--- config.mk ---
export PLATFORM = sky130hd
export DESIGN_NAME = key_pulse_conditioner_flat
export DESIGN_NICKNAME = d
export VERILOG_FILES = /design/src/rtl/key_pkg.sv /design/src/rtl/key_pulse_conditioner_if.sv /design/src/rtl/key_channel.sv /design/src/rtl/key_pulse_conditioner.sv /design/src/flat_wrapper.sv
export SDC_FILE = /design/constraint.sdc
export NUM_CORES = 1
export LEC_CHECK = 0
export ABC_CLOCK_PERIOD_IN_PS = 1300
export CAP_MARGIN = 20
export CORE_MARGIN = 3
export CORE_UTILIZATION = 44
export DETAILED_ROUTE_END_ITERATION = 8
export HOLD_SLACK_MARGIN = 0.02
export SLEW_MARGIN = 40
export SYNTH_ARGS = -nofsm -noshare
export SYNTH_HDL_FRONTEND = slang
export SYNTH_HIERARCHICAL = 1
export SYNTH_SLANG_ARGS = --single-unit
--- constraint.sdc ---
create_clock -name clk -period 1.3 [get_ports clk]
set_input_delay 0.39 -clock clk [delete_from_list [all_inputs] [get_ports clk]]
set_output_delay 0.39 -clock clk [all_outputs]
set_load 0.05 [all_outputs]
--- src/rtl/key_pkg.sv ---
// Shared types and constants for the key pulse conditioner channels.
package key_pkg;

  typedef enum logic [1:0] {
    IDLE,
    PRESS_WAIT,
    PRESSED,
    RELEASE_WAIT
  } key_state_t;

  localparam int CNT_W         = 8;
  localparam int RPT_W         = 16;
  localparam int REPEAT_DELAY  = 500;
  localparam int REPEAT_PERIOD = 100;

  // Counter increment that sticks at all-ones instead of wrapping.
  function automatic logic [CNT_W-1:0] sat_inc(input logic [CNT_W-1:0] value);
    return (&value) ? value : value + CNT_W'(1);
  endfunction

endpackage

--- src/rtl/key_pulse_conditioner_if.sv ---
// Raw key inputs and conditioned move pulses / debounced levels.
interface key_pulse_conditioner_if;
  logic key_l_raw;
  logic key_r_raw;
  logic L;
  logic R;
  logic held_l;
  logic held_r;

  modport master (
    output key_l_raw, key_r_raw,
    input  L, R, held_l, held_r
  );

  modport slave (
    input  key_l_raw, key_r_raw,
    output L, R, held_l, held_r
  );
endinterface

--- src/rtl/key_channel.sv ---
// One key: 2-flop synchronizer, debounce FSM with saturating counter, press one-shot.
// Optional autorepeat while held is compiled in with KEY_PULSE_AUTOREPEAT_EN.
module key_channel
  import key_pkg::*;
#(
  parameter int DEBOUNCE_CYCLES = 4,
  parameter bit ACTIVE_LOW      = 1'b1
) (
  input  logic clk,
  input  logic reset,
  input  logic key_raw,
  output logic pulse,
  output logic held
);

  localparam logic [CNT_W-1:0] DEB_LIMIT = CNT_W'(DEBOUNCE_CYCLES);

  logic             sync1_reg, sync2_reg;
  key_state_t       state_reg, state_next;
  logic [CNT_W-1:0] cnt_reg, cnt_next;
  logic             pulse_reg, pulse_next;
  logic             press_edge;

  always_ff @(posedge clk) begin
    if (reset) begin
      sync1_reg <= 1'b0;
      sync2_reg <= 1'b0;
      state_reg <= IDLE;
      cnt_reg   <= '0;
      pulse_reg <= 1'b0;
    end else begin
      // Polarity is folded in here so everything downstream is active-high.
      sync1_reg <= key_raw ^ ACTIVE_LOW;
      sync2_reg <= sync1_reg;
      state_reg <= state_next;
      cnt_reg   <= cnt_next;
      pulse_reg <= pulse_next;
    end
  end

  always_comb begin
    state_next = state_reg;
    cnt_next   = cnt_reg;
    press_edge = 1'b0;
    case (state_reg)
      IDLE: begin
        if (sync2_reg) begin
          state_next = PRESS_WAIT;
          cnt_next   = CNT_W'(1);
        end
      end
      PRESS_WAIT: begin
        if (!sync2_reg) begin
          state_next = IDLE;
          cnt_next   = '0;
        end else if (cnt_reg == DEB_LIMIT) begin
          state_next = PRESSED;
          cnt_next   = '0;
          press_edge = 1'b1;
        end else begin
          cnt_next   = sat_inc(cnt_reg);
        end
      end
      PRESSED: begin
        if (!sync2_reg) begin
          state_next = RELEASE_WAIT;
          cnt_next   = CNT_W'(1);
        end
      end
      RELEASE_WAIT: begin
        if (sync2_reg) begin
          state_next = PRESSED;
          cnt_next   = '0;
        end else if (cnt_reg == DEB_LIMIT) begin
          state_next = IDLE;
          cnt_next   = '0;
        end else begin
          cnt_next   = sat_inc(cnt_reg);
        end
      end
      default: begin
        state_next = IDLE;
        cnt_next   = '0;
      end
    endcase
  end

`ifdef KEY_PULSE_AUTOREPEAT_EN
  logic [RPT_W-1:0] rpt_reg;
  logic             rpt_run;
  logic             rpt_fire;

  always_comb begin
    rpt_run  = (state_reg == PRESSED) && sync2_reg;
    rpt_fire = rpt_run && (rpt_reg == RPT_W'(REPEAT_DELAY - 1));
  end

  // After the first repeat, rewind so the next fire lands one period later.
  always_ff @(posedge clk) begin
    if (reset || !rpt_run) begin
      rpt_reg <= '0;
    end else if (rpt_fire) begin
      rpt_reg <= RPT_W'(REPEAT_DELAY - REPEAT_PERIOD);
    end else begin
      rpt_reg <= rpt_reg + RPT_W'(1);
    end
  end

  always_comb pulse_next = press_edge | rpt_fire;
`else
  always_comb pulse_next = press_edge;
`endif

  assign pulse = pulse_reg;
  assign held  = (state_reg == PRESSED) || (state_reg == RELEASE_WAIT);

endmodule

--- src/rtl/key_pulse_conditioner.sv ---
// Two independent key channels producing clean L/R move pulses.
// Define KEY_PULSE_AUTOREPEAT_EN to enable autorepeat while a key is held.
module key_pulse_conditioner #(
  parameter int DEBOUNCE_CYCLES = 4,
  parameter bit ACTIVE_LOW      = 1'b1
) (
  input logic                      clk,
  input logic                      reset,
  key_pulse_conditioner_if.slave   keys
);

  key_channel #(
    .DEBOUNCE_CYCLES (DEBOUNCE_CYCLES),
    .ACTIVE_LOW      (ACTIVE_LOW)
  ) u_left (
    .clk     (clk),
    .reset   (reset),
    .key_raw (keys.key_l_raw),
    .pulse   (keys.L),
    .held    (keys.held_l)
  );

  key_channel #(
    .DEBOUNCE_CYCLES (DEBOUNCE_CYCLES),
    .ACTIVE_LOW      (ACTIVE_LOW)
  ) u_right (
    .clk     (clk),
    .reset   (reset),
    .key_raw (keys.key_r_raw),
    .pulse   (keys.R),
    .held    (keys.held_r)
  );

endmodule
--- src/flat_wrapper.sv ---
// flat-port wrapper written by rule: the top's interface ports become plain ports
module key_pulse_conditioner_flat 
#(
  parameter int DEBOUNCE_CYCLES = 4,
  parameter bit ACTIVE_LOW      = 1'b1
)
  (clk, reset, keys_key_l_raw, keys_key_r_raw, keys_L, keys_R, keys_held_l, keys_held_r);
  key_pulse_conditioner_if keys_i ();
  input logic clk;
  input logic reset;
  input wire logic [$bits(keys_i.key_l_raw)-1:0] keys_key_l_raw;
  input wire logic [$bits(keys_i.key_r_raw)-1:0] keys_key_r_raw;
  output wire logic [$bits(keys_i.L)-1:0] keys_L;
  output wire logic [$bits(keys_i.R)-1:0] keys_R;
  output wire logic [$bits(keys_i.held_l)-1:0] keys_held_l;
  output wire logic [$bits(keys_i.held_r)-1:0] keys_held_r;
  assign keys_i.key_l_raw = keys_key_l_raw;
  assign keys_i.key_r_raw = keys_key_r_raw;
  assign keys_L = keys_i.L;
  assign keys_R = keys_i.R;
  assign keys_held_l = keys_i.held_l;
  assign keys_held_r = keys_i.held_r;
  key_pulse_conditioner #(.DEBOUNCE_CYCLES(DEBOUNCE_CYCLES), .ACTIVE_LOW(ACTIVE_LOW)) u_core (.clk(clk), .reset(reset), .keys(keys_i));
endmodule
==> impl_metrics.env <==
export IMPL_final_hold_violation_count=0
export IMPL_via_count_of_the_first_global_routing_pass=1358
export IMPL_cts_max_path_buffers=2
export IMPL_globalplace_congestion=0.891
export IMPL_critical_path_class="register to register"
export IMPL_r2r_start="u_core/u_left/cnt_reg[0]$_SDFFE_PP0P_"
export IMPL_port_buffer_count=7
export IMPL_power_static_leakage_nw=0.767
export IMPL_grt_pass1_wl_um=6050
export IMPL_max_stage_delay_ps=380
export IMPL_first_iter_violations=108
export IMPL_dpl_hpwl_um=2510
export IMPL_syn_nets=172
export IMPL_setup_total_negative_slack_ps=-834
export IMPL_die_h_um=63.2
export IMPL_grt_setup_unrepaired="yes"
export IMPL_ys_dominant_reg_cell="sky130_fd_sc_hd__dfxtp_1"
export IMPL_yosysSeqAreaShare_pct=36.2
export IMPL_cts_buffers_inserted=3
export IMPL_overflow=0
export IMPL_post_route_worst_setup_slack_ps=-80.9
export IMPL_maximum_number_of_pins_on_one_net_before_global_route_repair=15
export IMPL_postSynthCellCount=164
export IMPL_clk_transition_reported_paths_ps=140
export IMPL_timing_critical_path_required_ps=1540
export IMPL_floorplan_initialDensity_pct=46.7
export IMPL_route_antenna_remaining_nets=0
export IMPL_drc=0
export IMPL_syn_cell_area_um2=1440
export IMPL_antenna_violations_before_repair=0
export IMPL_hold_ws_ps=453
export IMPL_avgRoutedWirePerCell_um=14.6
export IMPL_overall_routing_resource_usage_pct=18.8
export IMPL_crit_path_top_delay_cell="sky130_fd_sc_hd__dfxtp_2"
export IMPL_outcome="finished, violations left"
export IMPL_dieArea_um2=3990
export IMPL_yosysUniqueCellTypes=35
export IMPL_seq_area_um2=547
export IMPL_setup_viols_final=16
export IMPL_fin_nets=213
export IMPL_multi_input_area_um2=981
export IMPL_ir_worst_vdd_uv=471
export IMPL_critical_path_startpoint="u_core/u_left/cnt_reg[0]$_SDFFE_PP0P_"
export IMPL_h_tree_depth=1
export IMPL_cts_sinks=26
export IMPL_synth_seq_cells=26
export IMPL_final_max_slew_viol_count=0
export IMPL_die_w_um=63.2
export IMPL_worst_endpoint_arrival_ps=1620
export IMPL_layout_drive_gt1_share_pct=50.5
export IMPL_post_synth_cell_area_avg_um2=8.77
export IMPL_total_power_mw=1.37
export IMPL_areaGrowthSynthToFinish_pct=47.0
export IMPL_maxSlewHeadroom_pct=78.3
export IMPL_finClkSkew_ps=3.93
export IMPL_ctsRootBufferMaster="sky130_fd_sc_hd__clkbuf_4"
export IMPL_filler_cell_count=232
export IMPL_antenna_diode_count=0
export IMPL_critPathCapture="u_core/u_left/cnt_reg[0]$_SDFFE_PP0P_"
export IMPL_timing_max_cap_violations=0
export IMPL_postCtsHoldBufs=0
export IMPL_worstHoldPathType="register to register"
export IMPL_maximum_clock_rate_mhz=724
export IMPL_fin_crit_sh_pct=106
export IMPL_power_per_cell_area_nw_per_um2=648
export IMPL_fp_row_count=20
export IMPL_critPathLaunchType="register"
export IMPL_synth_enable_flop_cells=0
export IMPL_cp_end_kind="register"
export IMPL_detail_route_first_pass_iterations=6
export IMPL_worst_slew_pin_transition_ps=325
export IMPL_vias=1426
export IMPL_synth_warnings=6
export IMPL_rr_worst_depth=6
export IMPL_ff2ff_setup_slack_ps=-80
export IMPL_path_cells="inv_2, ha_4, and4bb_2, nand2_4, o211ai_2, a221oi_2"
export IMPL_top_level_ports=8
export IMPL_utilization_of_the_core_after_routing_pct=68.7
export IMPL_clock_latency_ps=320
export IMPL_cts_tree="yes"
export IMPL_min_period_ps=1380
export IMPL_floorplan_core_area_um2=3080
export IMPL_crit_reg2reg_capture="u_core/u_left/cnt_reg[0]$_SDFFE_PP0P_"
export IMPL_vias_per_cell=5.75
export IMPL_timing_critical_path_fanout_max=4
export IMPL_postRouteWirelength_um=3620
export IMPL_asyncSetResetFlopFracSynth_pct=0
export IMPL_failing_checks="setup timing"
==> final cells by class <==
cell class                      count  area share [%]
Inverter                           10            1.89
Sequential cell                    26            25.9
Clock buffer                        4            1.72
Timing Repair Buffer               50            21.5
Multi-Input combinational cell    114            46.4
Tap cell                           44            2.60
==> stage by stage <==
stage	cells	worst slack, ps	cell area (um2)
floorplan	164	-13.4	1450
global placement	239	-339	1800
detailed placement	239	-350	1800
CTS	247	-56.6	1930
global route	248	-139	2110
finish	248	-80.9	2110
==> timing repair <==
item                       4_1_cts  5_1_grt
setup buffers                    4        1
setup endpoints to repair       24       24
pin swaps                       10       11
resized for setup               22       36
cloned                           0        0
==> per-layer routing <==
layer | global-route usage, % | part of all wire (%) | up-vias
met5 | 0 | 0 | -
met4 | 6.47 | 1.1 | 0
met1 | 25.1 | 47 | 673
met2 | 29.4 | 46 | 50
li1 | - | - | 697
met3 | 4.81 | 6.2 | 6
==> synthesized netlist by cell type (4+ instances only) <==
| cell | n | area share, % |
|---|---|---|
| sky130_fd_sc_hd__nor2_1 | 12 | 3.1 |
| sky130_fd_sc_hd__buf_6 | 4 | 3.1 |
| sky130_fd_sc_hd__dfxtp_1 | 26 | 36 |
| sky130_fd_sc_hd__a21oi_1 | 4 | 1.4 |
| sky130_fd_sc_hd__nand4_1 | 6 | 2.6 |
| sky130_fd_sc_hd__inv_1 | 10 | 2.6 |
| sky130_fd_sc_hd__ha_1 | 4 | 3.5 |
| sky130_fd_sc_hd__nor3_1 | 10 | 3.5 |
| sky130_fd_sc_hd__clkbuf_1 | 4 | 1.0 |
| sky130_fd_sc_hd__o21ai_0 | 4 | 1.4 |
| sky130_fd_sc_hd__and3_1 | 6 | 2.6 |
| sky130_fd_sc_hd__a31oi_1 | 16 | 7.0 |
| sky130_fd_sc_hd__nand3_1 | 14 | 4.9 |
==> worst min path at each step <==
stage	from	endpoint	slack [ps]	cells after the start
floorplan	u_core/u_left/sync1_reg$_SDFF_PP0_	u_core/u_left/sync2_reg$_SDFF_PP0_	410	1
global placement	u_core/u_left/sync1_reg$_SDFF_PP0_	u_core/u_left/sync2_reg$_SDFF_PP0_	430	1
detailed placement	u_core/u_right/sync1_reg$_SDFF_PP0_	u_core/u_right/sync2_reg$_SDFF_PP0_	440	1
CTS	u_core/u_left/sync1_reg$_SDFF_PP0_	u_core/u_left/sync2_reg$_SDFF_PP0_	460	1
global route	u_core/u_right/sync1_reg$_SDFF_PP0_	u_core/u_right/sync2_reg$_SDFF_PP0_	460	1
finish	u_core/u_right/sync1_reg$_SDFF_PP0_	u_core/u_right/sync2_reg$_SDFF_PP0_	450	1
==> kinds of logic after synthesis <==
family	count (synthesis)	synth area share, %
simple gates	68	28.2
mux	2	1.39
buf+inv	24	9.39
xor+xnor	2	2.26
fa+ha+maj	4	3.48
compound gates	38	19.1
flops	26	36.2
==> cells in the final DEF, fill, tap and decap left out, types with 5 or more instances in the layout <==
| cell type | synthesis | layout |
|---|---|---|
| sky130_fd_sc_hd__a31oi_1 | 16 | 11 |
| sky130_fd_sc_hd__and3_4 | 0 | 5 |
| sky130_fd_sc_hd__buf_4 | 0 | 37 |
| sky130_fd_sc_hd__buf_6 | 4 | 6 |
| sky130_fd_sc_hd__dfxtp_1 | 26 | 15 |
| sky130_fd_sc_hd__dfxtp_2 | 0 | 6 |
| sky130_fd_sc_hd__dfxtp_4 | 0 | 5 |
| sky130_fd_sc_hd__inv_1 | 10 | 6 |
| sky130_fd_sc_hd__nand3_1 | 14 | 11 |
| sky130_fd_sc_hd__nand4_1 | 6 | 6 |
| sky130_fd_sc_hd__nor2_1 | 12 | 10 |
| sky130_fd_sc_hd__nor3_1 | 10 | 9 |
==> worst max-delay path, delay by kind of cell, from the launching register on <==
kind / cells / cell delay, ps
AOI/OAI and AO/OA: 2 / 350
adders and majority gates: 1 / 140
buffers and inverters: 1 / 50
DFF: 1 / 380
and+or+nand+nor: 2 / 360
==> power breakdown <==
group	total, mW	switching (mW)	internal [mW]	leakage (nW)
registers	0.816	0.0143	0.801	0.217
clock network	0.416	0.245	0.171	0.0210
logic	0.139	0.0639	0.0751	0.529
total	1.37	0.323	1.05	0.767
No activity file was read; power rests on OpenSTA's default activity.
